<file path="config.mk">
export PLATFORM = sky130hd
export DESIGN_NAME = bypass_source_tracker_flat
export DESIGN_NICKNAME = d
export VERILOG_FILES = /design/src/rtl/bypass_source_tracker_pkg.sv /design/src/rtl/bypass_source_tracker_if.sv /design/src/rtl/bypass_source_tracker_entry.sv /design/src/rtl/bypass_source_tracker.sv /design/src/flat_wrapper.sv
export SDC_FILE = /design/constraint.sdc
export NUM_CORES = 1
export LEC_CHECK = 0
export CELL_PAD_IN_SITES_DETAIL_PLACEMENT = 1
export CELL_PAD_IN_SITES_GLOBAL_PLACEMENT = 2
export CORE_ASPECT_RATIO = 2
export CORE_MARGIN = 5
export CORE_UTILIZATION = 25
export DETAILED_ROUTE_END_ITERATION = 8
export GPL_TIMING_DRIVEN = 0
export HOLD_SLACK_MARGIN = 0.06
export MAX_ROUTING_LAYER = met4
export PLACE_DENSITY = 0.88
export RECOVER_POWER = 100
export SLEW_MARGIN = 20
export SYNTH_ARGS = -nofsm -noshare
export SYNTH_HDL_FRONTEND = slang
export SYNTH_SLANG_ARGS = --single-unit
</file>
<file path="constraint.sdc">
create_clock -name clk -period 2.26 [get_ports clk]
set_clock_uncertainty 0.1 [all_clocks]
set_input_delay 0.452 -clock clk [delete_from_list [all_inputs] [get_ports clk]]
set_output_delay 0.452 -clock clk [all_outputs]
set_load 0.02 [all_outputs]
</file>
<file path="src/rtl/bypass_source_tracker_pkg.sv">
// bypass_source_tracker_pkg: shared widths, stage indices and the youngest-match stall helper
package bypass_source_tracker_pkg;
    localparam int DATA_W  = 32;
    localparam int REG_AW  = 5;
    localparam int CNT_W   = 32;
    localparam int NSTG    = 3;
    localparam int ENTRY_W = 1 + REG_AW + DATA_W + 1;
    localparam int EX      = 0;
    localparam int MEM     = 1;
    localparam int WB      = 2;

    // Youngest valid writer of rs decides; an older ready copy behind a not-ready one still stalls
    function automatic logic src_stall(
        input logic [REG_AW-1:0]            rs,
        input logic [NSTG-1:0]              v,
        input logic [NSTG-1:0]              r,
        input logic [NSTG-1:0][REG_AW-1:0]  d
    );
        logic found;
        logic st;
        found = 1'b0;
        st    = 1'b0;
        for (int i = 0; i < NSTG; i++) begin
            if (!found && rs != '0 && v[i] && d[i] == rs) begin
                found = 1'b1;
                st    = ~r[i];
            end
        end
        return st;
    endfunction
endpackage

</file>
<file path="src/rtl/bypass_source_tracker_if.sv">
// bypass_source_tracker_if: pipeline-control, query and forwarding signals of the tracker
interface bypass_source_tracker_if;
    import bypass_source_tracker_pkg::*;
    logic              flush;
    logic              advance;
    logic              in_valid;
    logic [REG_AW-1:0] in_dest;
    logic [DATA_W-1:0] in_data;
    logic              in_ready;
    logic              ld_resp_valid;
    logic [DATA_W-1:0] ld_resp_data;
    logic [REG_AW-1:0] rs1;
    logic [REG_AW-1:0] rs2;
    logic [REG_AW-1:0] dest_ex;
    logic [REG_AW-1:0] dest_mem;
    logic [REG_AW-1:0] dest_wb;
    logic [DATA_W-1:0] data_ex;
    logic [DATA_W-1:0] data_mem;
    logic [DATA_W-1:0] data_wb;
    logic              stall;
    logic [CNT_W-1:0]  stall_cnt;

    modport master (
        output flush, advance, in_valid, in_dest, in_data, in_ready,
               ld_resp_valid, ld_resp_data, rs1, rs2,
        input  dest_ex, dest_mem, dest_wb, data_ex, data_mem, data_wb, stall, stall_cnt
    );
    modport slave (
        input  flush, advance, in_valid, in_dest, in_data, in_ready,
               ld_resp_valid, ld_resp_data, rs1, rs2,
        output dest_ex, dest_mem, dest_wb, data_ex, data_mem, data_wb, stall, stall_cnt
    );
endinterface

</file>
<file path="src/rtl/bypass_source_tracker_entry.sv">
// bypass_entry: one in-flight writer slot {valid, dest, data, ready} with clear/load/merge controls
module bypass_entry
    import bypass_source_tracker_pkg::*;
(
    input  logic              clk,
    input  logic              resetn,
    input  logic              i_clear,
    input  logic              i_load,
    input  logic              i_valid,
    input  logic [REG_AW-1:0] i_dest,
    input  logic [DATA_W-1:0] i_data,
    input  logic              i_ready,
    input  logic              i_merge,
    input  logic [DATA_W-1:0] i_merge_data,
    output logic              o_valid,
    output logic [REG_AW-1:0] o_dest,
    output logic [DATA_W-1:0] o_data,
    output logic              o_ready
);
    logic              r_valid;
    logic [REG_AW-1:0] r_dest;
    logic [DATA_W-1:0] r_data;
    logic              r_ready;

    // Clear beats load, load beats an in-place load-data merge
    always_ff @(posedge clk or negedge resetn) begin
        if (!resetn) begin
            r_valid <= 1'b0;
            r_dest  <= '0;
            r_data  <= '0;
            r_ready <= 1'b0;
        end else if (i_clear) begin
            r_valid <= 1'b0;
        end else if (i_load) begin
            r_valid <= i_valid;
            r_dest  <= i_dest;
            r_data  <= i_data;
            r_ready <= i_ready;
        end else if (i_merge) begin
            r_data  <= i_merge_data;
            r_ready <= 1'b1;
        end
    end

    assign o_valid = r_valid;
    assign o_dest  = r_dest;
    assign o_data  = r_data;
    assign o_ready = r_ready;
endmodule

</file>
<file path="src/rtl/bypass_source_tracker.sv">
// bypass_source_tracker: EX/MEM/WB writer tracking, forwarding tags/data, load-use stall and stall counter
module bypass_source_tracker
    import bypass_source_tracker_pkg::*;
(
    input  logic                    clk,
    input  logic                    resetn,
    bypass_source_tracker_if.slave  bus
);
    logic [NSTG-1:0]             w_valid;
    logic [NSTG-1:0]             w_ready;
    logic [NSTG-1:0][REG_AW-1:0] w_dest;
    logic [NSTG-1:0][DATA_W-1:0] w_data;
    logic [NSTG-1:0][REG_AW-1:0] w_fdest;
    logic [NSTG-1:0][DATA_W-1:0] w_fdata;
    logic                        w_mem_merge;
    logic [DATA_W-1:0]           w_mem_data;
    logic                        w_stall;
    logic [CNT_W-1:0]            r_stall_cnt;

    // A pending load in MEM picks up its data; on an advance edge the merged copy moves to WB
    assign w_mem_merge = w_valid[MEM] & ~w_ready[MEM] & bus.ld_resp_valid;
    assign w_mem_data  = w_mem_merge ? bus.ld_resp_data : w_data[MEM];

    bypass_entry u_ex (
        .clk(clk), .resetn(resetn), .i_clear(bus.flush), .i_load(bus.advance),
        .i_valid(bus.in_valid), .i_dest(bus.in_dest), .i_data(bus.in_data), .i_ready(bus.in_ready),
        .i_merge(1'b0), .i_merge_data('0),
        .o_valid(w_valid[EX]), .o_dest(w_dest[EX]), .o_data(w_data[EX]), .o_ready(w_ready[EX])
    );

    bypass_entry u_mem (
        .clk(clk), .resetn(resetn), .i_clear(bus.flush), .i_load(bus.advance),
        .i_valid(w_valid[EX]), .i_dest(w_dest[EX]), .i_data(w_data[EX]), .i_ready(w_ready[EX]),
        .i_merge(w_mem_merge), .i_merge_data(bus.ld_resp_data),
        .o_valid(w_valid[MEM]), .o_dest(w_dest[MEM]), .o_data(w_data[MEM]), .o_ready(w_ready[MEM])
    );

    bypass_entry u_wb (
        .clk(clk), .resetn(resetn), .i_clear(bus.flush), .i_load(bus.advance),
        .i_valid(w_valid[MEM]), .i_dest(w_dest[MEM]), .i_data(w_mem_data),
        .i_ready(w_ready[MEM] | w_mem_merge),
        .i_merge(1'b0), .i_merge_data('0),
        .o_valid(w_valid[WB]), .o_dest(w_dest[WB]), .o_data(w_data[WB]), .o_ready(w_ready[WB])
    );

    // Not-ready or invalid entries present tag 0 so the consumer mux never picks them
    always_comb begin
        for (int i = 0; i < NSTG; i++) begin
            w_fdest[i] = (w_valid[i] & w_ready[i]) ? w_dest[i] : '0;
            w_fdata[i] = (w_fdest[i] != '0) ? w_data[i] : '0;
        end
    end

    assign w_stall = src_stall(bus.rs1, w_valid, w_ready, w_dest) |
                     src_stall(bus.rs2, w_valid, w_ready, w_dest);

    // Saturating count of stalled cycles, untouched by flush
    always_ff @(posedge clk or negedge resetn) begin
        if (!resetn)
            r_stall_cnt <= '0;
        else if (w_stall && r_stall_cnt != '1)
            r_stall_cnt <= r_stall_cnt + 1'b1;
    end

    assign bus.dest_ex   = w_fdest[EX];
    assign bus.dest_mem  = w_fdest[MEM];
    assign bus.dest_wb   = w_fdest[WB];
    assign bus.data_ex   = w_fdata[EX];
    assign bus.data_mem  = w_fdata[MEM];
    assign bus.data_wb   = w_fdata[WB];
    assign bus.stall     = w_stall;
    assign bus.stall_cnt = r_stall_cnt;
endmodule

</file>
<file path="src/flat_wrapper.sv">
// flat-port wrapper written by rule: the top's interface ports become plain ports
module bypass_source_tracker_flat import bypass_source_tracker_pkg::*;
  (clk, resetn, bus_flush, bus_advance, bus_in_valid, bus_in_dest, bus_in_data, bus_in_ready, bus_ld_resp_valid, bus_ld_resp_data, bus_rs1, bus_rs2, bus_dest_ex, bus_dest_mem, bus_dest_wb, bus_data_ex, bus_data_mem, bus_data_wb, bus_stall, bus_stall_cnt);
  bypass_source_tracker_if bus_i ();
  input  logic clk;
  input  logic resetn;
  input wire logic [$bits(bus_i.flush)-1:0] bus_flush;
  input wire logic [$bits(bus_i.advance)-1:0] bus_advance;
  input wire logic [$bits(bus_i.in_valid)-1:0] bus_in_valid;
  input wire logic [$bits(bus_i.in_dest)-1:0] bus_in_dest;
  input wire logic [$bits(bus_i.in_data)-1:0] bus_in_data;
  input wire logic [$bits(bus_i.in_ready)-1:0] bus_in_ready;
  input wire logic [$bits(bus_i.ld_resp_valid)-1:0] bus_ld_resp_valid;
  input wire logic [$bits(bus_i.ld_resp_data)-1:0] bus_ld_resp_data;
  input wire logic [$bits(bus_i.rs1)-1:0] bus_rs1;
  input wire logic [$bits(bus_i.rs2)-1:0] bus_rs2;
  output wire logic [$bits(bus_i.dest_ex)-1:0] bus_dest_ex;
  output wire logic [$bits(bus_i.dest_mem)-1:0] bus_dest_mem;
  output wire logic [$bits(bus_i.dest_wb)-1:0] bus_dest_wb;
  output wire logic [$bits(bus_i.data_ex)-1:0] bus_data_ex;
  output wire logic [$bits(bus_i.data_mem)-1:0] bus_data_mem;
  output wire logic [$bits(bus_i.data_wb)-1:0] bus_data_wb;
  output wire logic [$bits(bus_i.stall)-1:0] bus_stall;
  output wire logic [$bits(bus_i.stall_cnt)-1:0] bus_stall_cnt;
  assign bus_i.flush = bus_flush;
  assign bus_i.advance = bus_advance;
  assign bus_i.in_valid = bus_in_valid;
  assign bus_i.in_dest = bus_in_dest;
  assign bus_i.in_data = bus_in_data;
  assign bus_i.in_ready = bus_in_ready;
  assign bus_i.ld_resp_valid = bus_ld_resp_valid;
  assign bus_i.ld_resp_data = bus_ld_resp_data;
  assign bus_i.rs1 = bus_rs1;
  assign bus_i.rs2 = bus_rs2;
  assign bus_dest_ex = bus_i.dest_ex;
  assign bus_dest_mem = bus_i.dest_mem;
  assign bus_dest_wb = bus_i.dest_wb;
  assign bus_data_ex = bus_i.data_ex;
  assign bus_data_mem = bus_i.data_mem;
  assign bus_data_wb = bus_i.data_wb;
  assign bus_stall = bus_i.stall;
  assign bus_stall_cnt = bus_i.stall_cnt;
  bypass_source_tracker u_core (.clk(clk), .resetn(resetn), .bus(bus_i));
endmodule
</file>
==> results.json, run 1 <==
{
  "finalCritPeriodShare_pct": 135,
  "setup_violations": 132,
  "globalplace.congestion": 0.895,
  "ys.warnings.count": 0,
  "drive_above_1_share_pct": 33.6,
  "min_path_type": "reg -> reg",
  "mostFrequentLayoutCells": "220 x nand2_1, 135 x dfrtp_1, 119 x buf_6",
  "final_antenna_net_count": 0,
  "synthDistinctLibCells": 39,
  "grt_pass1_vias": 8295,
  "routedWlPerCell_um": 21.3,
  "cts_tree": "done",
  "io_buffers": 229,
  "ff_latch_area_um2": 3750,
  "final_common_cell": "nand2_1",
  "io_pins": 230,
  "pwr-share-clk_pct": 38.9,
  "setup_ws_ns": -0.784,
  "slew_headroom_pct": -0.145,
  "fin_crit_ns": 3.04,
  "cpMostUsedCell": "buf_6",
  "drv_slew": 32,
  "rows": 90,
  "nFillCells": 3374,
  "crit_slowest_cell": "or3_4",
  "place_area_um2": 10600,
  "syn_nets": 930,
  "clock_sinks": 149,
  "track_usage_pct": 19.8,
  "synth-seq-cells": 149,
  "vias": 7481,
  "grt_max_degree": 91,
  "slowest_delay_ns": 0.46,
  "arrival_ns": 2.49,
  "fin_nets": 1237,
  "crit_type": "reg -> out",
  "fp.dieW_um": 133,
  "h-tree-depth": 4,
  "hpwl_um": 23800,
  "swShare_pct": 29.5,
  "multi_input_area_um2": 4450,
  "cts_buffers": 17,
  "tightest_slew_ns": 1.50,
  "grt_pass1_wl_um": 49700,
  "worst_setup_path_end_kind": "primary output",
  "power_frac_seq_pct": 41.4,
  "clkTransAtPathRegs_ns": 0.06,
  "drc": 0,
  "power_switching_w": 0.00239,
  "peakVddDrop_mv": 0.479,
  "synth-async-reset-ratio_pct": 100,
  "worstSetupStartpointType": "flop",
  "final_area_um2": 12800,
  "status": "complete, but fails checks",
  "syn_area_per_cell_um2": 9.03,
  "required_ns": 1.71,
  "areaGrowthSynthToFinish_pct": 68.4,
  "violations": "max-slew violations, negative setup slack",
  "die_h_um": 257,
  "start_util_pct": 25.2,
  "hold_viol": 0,
  "path_max_fanout": 8,
  "die-area_um2": 34300,
  "p_per_area_nw_per_um2": 632,
  "synth-edff-count": 0,
  "core_area_um2": 30200,
  "clock_latency_ns": 0.45,
  "path_cells": "buf_6 > and3_4 > or3_1 > or3_4 > clkbuf_16 > and2_4 > buf_6",
  "rsz0062_at_grt": "yes",
  "intPower_w": 0.00572,
  "ys_seq_area_share_pct": 49.0,
  "maxCapViolCount": 0,
  "routed_wl_um": 32900,
  "leakagePower_nw": 6.28,
  "root_buffer": "clkbuf_16",
  "clock_path_buffers": 2,
  "power_frac_comb_pct": 19.7,
  "drt-initial-drc-count": 281,
  "vias_per_cell": 4.85,
  "fmax_mhz": 329,
  "syn_area_um2": 7610,
  "synth-main-ff-cell": "dfrtp_1",
  "antenna_found_initial": 12,
  "fin_util_pct": 42.5,
  "grt-ovfl-total": 0,
  "firstDrtPassIters": 4,
  "synth_cells": 843
}
cell families after synthesis:
kind of cell / share of synthesized area, %
AOI/OAI and AO/OA: 8.64
xor gates and xnor gates: 6.79
adders and majority gates: 0.164
buffers and inverters: 2.89
DFF: 49.0
muxes: 5.00
and+or+nand+nor: 27.6
flip-flops by register name, indices dropped and copies added, names as in the netlist:
register              flops
u_core.bus.stall_cnt     32
u_core.u_ex.o_data       32
u_core.u_ex.o_dest        5
u_core.u_ex.o_ready       1
u_core.u_ex.o_valid       1
u_core.u_mem.o_data      32
u_core.u_mem.o_dest       5
u_core.u_mem.o_ready      1
u_core.u_mem.o_valid      1
u_core.u_wb.o_data       32
u_core.u_wb.o_dest        5
u_core.u_wb.o_ready       1
u_core.u_wb.o_valid       1
worst max-delay path, delay by kind of cell (launching register included):
family                 cells  cell delay [ns]
buffers and inverters      3             0.47
and+or+nand+nor            4             1.15
DFF                        1             0.43
power groups by stage:
stage	logic (W)	clock network [W]	registers [W]
floorplan	0.000664	0	0.00332
global placement	0.00123	0	0.00338
detailed placement	0.00129	0	0.00340
CTS	0.00153	0.00322	0.00335
global route	0.00175	0.00335	0.00341
finish	0.00159	0.00316	0.00336
worst paths after layout:
path                       depth (start not counted)                    from  slack [ns]                       end
min                                                2  u_core.u_wb.o_data[14]        0.38    u_core.u_wb.o_data[14]
min reg2reg                                        2  u_core.u_wb.o_data[14]        0.38    u_core.u_wb.o_data[14]
max reg2reg                                       11   u_core.u_wb.o_dest[0]       -0.72  u_core.bus.stall_cnt[28]
max in group asynchronous                          3                  resetn        0.07    u_core.u_ex.o_data[23]
max                                                7  u_core.u_mem.o_dest[1]       -0.78           bus_data_mem[2]
min in group asynchronous                          2                  resetn        0.81     u_core.u_wb.o_dest[2]
through the flow:
| step | power [W] | TNS (ns) | setup WS (ns) | std cells | hold slack [ns] |
|---|---|---|---|---|---|
| final | 0.00811 | -80.43 | -0.784 | 1543 | 0.380 |
| after floorplan | 0.00399 | -1.97 | -0.138 | 843 | 0.0564 |
| after CTS | 0.00810 | -78.49 | -0.842 | 1519 | 0.381 |
| after global routing | 0.00851 | -118.12 | -0.867 | 1543 | 0.403 |
| after detailed placement | 0.00469 | -145.32 | -1.57 | 1441 | 0.323 |
| after global placement | 0.00462 | -1021.25 | -5.96 | 1440 | 0.353 |
synth_stat cells (all sizes together) (7+ instances only):
cell type | number | area share [%]
nor4 | 10 | 0.82
mux2i | 35 | 4.6
and3 | 22 | 1.8
dfrtp | 149 | 49
xor2 | 38 | 4.4
and2 | 97 | 8.0
nor3 | 22 | 1.4
o21ai | 65 | 4.3
nand3 | 17 | 1.1
buf | 7 | 0.48
xnor2 | 21 | 2.4
nor2 | 13 | 0.71
nand2 | 221 | 11
a22oi | 32 | 3.2
clkbuf | 45 | 2.2
routing by layer:
metal / GRT usage, % / vias up / share of wire [%]
met3: 3.69 / 96 / 3.6
met2: 37.8 / 211 / 58
met5: - / - / 0
met4: 11.8 / 0 / 5.6
li1: - / 3451 / -
met1: 17.7 / 3723 / 32
area by class of cell:
class	instances	area share [%]
flip-flops and latches	149	29.2
clock inverters	14	1.57
repair buffers	291	24.0
inverters	4	0.137
multi-input cells	638	34.7
clock buffers	18	3.42
well taps	368	3.59
plain buffers	49	3.10
diodes	12	0.234
what timing repair did:
item,CTS,global route
hold endpoints to repair,59,0
gates cloned,9,0
pin swaps,80,48
setup endpoints to repair,208,210
gates resized for setup,762,130
buffers inserted,37,22
hold buffers,1,0
Note: power is estimated with default switching activity, not from simulation.
==> run 2: changes to the inputs <==
- SKIP_LAST_GASP: not set -> 1
- SLEW_MARGIN: 20 -> not set
==> run 2 against run 1 <==
Effect of this change:
- the flow finishes with violations (max-capacitance violations, max-slew violations, negative setup slack)
- wire length rose by 0.43%
- critical path depth did not move
- sequential share of layout area barely moved
- clock power fell by 1%
==> results.json, run 2 (synthesis gave the netlist of run 1 again) <==
{
  "routedWlPerCell_um": 21.4,
  "min_path_type": "reg -> reg",
  "required_ns": 1.71,
  "worstSetupStartpointType": "flop",
  "h-tree-depth": 4,
  "slew_headroom_pct": -3.26,
  "dp_slack_ns": -1.54,
  "firstDrtPassIters": 4,
  "areaGrowthSynthToFinish_pct": 68.2,
  "placedCellCount": 1441,
  "hold_viol": 0,
  "setup_violations": 177,
  "cts_tree": "done",
  "fin_crit_ns": 3.01,
  "setup_ws_ns": -0.755,
  "status": "complete, but fails checks",
  "rows": 90,
  "core_area_um2": 30200,
  "crit_type": "reg -> out",
  "vias": 7474,
  "vias_per_cell": 4.84,
  "io_pins": 230,
  "globalplace.congestion": 0.895,
  "start_util_pct": 25.2,
  "mostFrequentLayoutCells": "220 x nand2_1, 134 x dfrtp_1, 108 x buf_6",
  "fmax_mhz": 332,
  "instances_no_fill": 1543,
  "peakVddDrop_mv": 0.503,
  "drt-initial-drc-count": 248,
  "fin_nets": 1239,
  "antenna_found_initial": 10,
  "leakagePower_nw": 6.19,
  "grt_max_degree": 95,
  "worst_setup_path_end_kind": "primary output",
  "nFillCells": 3349,
  "clock_latency_ns": 0.44,
  "fp.dieW_um": 133,
  "grt-ovfl-total": 0,
  "violations": "max-capacitance violations, max-slew violations, negative setup slack",
  "drc": 0,
  "io_buffers": 229,
  "die_h_um": 257,
  "rsz0062_at_grt": "yes",
  "maxCapViolCount": 1,
  "track_usage_pct": 19.8,
  "final_antenna_net_count": 0,
  "drive_above_1_share_pct": 33.7,
  "clkTransAtPathRegs_ns": 0.06,
  "grt_pass1_wl_um": 50000,
  "p_per_area_nw_per_um2": 631,
  "finalCritPeriodShare_pct": 133,
  "clock_path_buffers": 2,
  "root_buffer": "clkbuf_16",
  "cts_buffers": 17,
  "final_common_cell": "nand2_1",
  "drv_slew": 56,
  "hpwl_um": 23900,
  "routed_wl_um": 33100,
  "path_max_fanout": 8,
  "grt_pass1_vias": 8343,
  "die-area_um2": 34300,
  "clock_sinks": 149,
  "arrival_ns": 2.46,
  "tightest_slew_ns": 1.55
}
## run 2: critical path, cell delays in order (launching register included)
cell and delay (ns):
dfrtp_2 0.42, buf_6 0.13, and3_4 0.17, or3_4 0.35
or3_4 0.45, clkbuf_16 0.20, and2_4 0.17, buf_6 0.13
## run 2: what timing repair did
action,CTS,global route
hold buffers,1,0
pin swaps,75,42
gates resized for setup,716,151
gates cloned,9,1
setup endpoints to repair,210,210
buffers inserted,40,19
endpoints found under the hold margin,55,0
## run 2: worst paths after layout
path / start / end / slack (ns) / depth (start not counted)
max: u_core.u_mem.o_dest[2] / bus_data_mem[2] / -0.75 / 7
min: u_core.u_wb.o_data[28] / u_core.u_wb.o_data[28] / 0.38 / 2
max reg2reg: u_core.u_ex.o_dest[0] / u_core.bus.stall_cnt[7] / -0.66 / 15
min reg2reg: u_core.u_wb.o_data[28] / u_core.u_wb.o_data[28] / 0.38 / 2
max in group asynchronous: resetn / u_core.u_wb.o_data[15] / 0.02 / 3
min in group asynchronous: resetn / u_core.u_wb.o_dest[3] / 0.84 / 2
## run 2: cell type report
type                            instances  area, µm²  area share, %
Antenna cell                           10       25.0          0.195
Buffer                                 48        390           3.05
Clock buffer                           18        439           3.43
Clock inverter                         14        198           1.54
Inverter                                4       17.5          0.137
Multi-Input combinational cell        638       4430           34.6
Sequential cell                       149       3750           29.3
Tap cell                              368        460           3.59
Timing Repair Buffer                  294       3100           24.2
## run 2: power by group
group,internal (W),switching (W)
Combinational,0.000804,0.000791
Clock,0.00189,0.00123
Sequential,0.00303,0.000328
## run 2: per-layer routing
| metal | global-route usage [%] | part of all wire (%) |
|---|---|---|
| met4 | 11.2 | 5.7 |
| met1 | 18.1 | 32 |
| met3 | 4.06 | 3.9 |
| met2 | 37.5 | 58 |
| met5 | - | 0 |
## run 2: stage by stage
step                      cell area [µm²]  power (W)  hold slack (ns)  utilization [%]  setup TNS, ns
after floorplan                      7800    0.00399           0.0564                -          -1.97
after global placement              10500    0.00462            0.353             35.0       -1021.25
after detailed placement            10600    0.00469            0.308             35.1        -146.07
after CTS                           12300    0.00810            0.378             40.8         -78.00
after global routing                12800    0.00850            0.404             42.4        -121.71
final                               12800    0.00808            0.378             42.4         -76.55
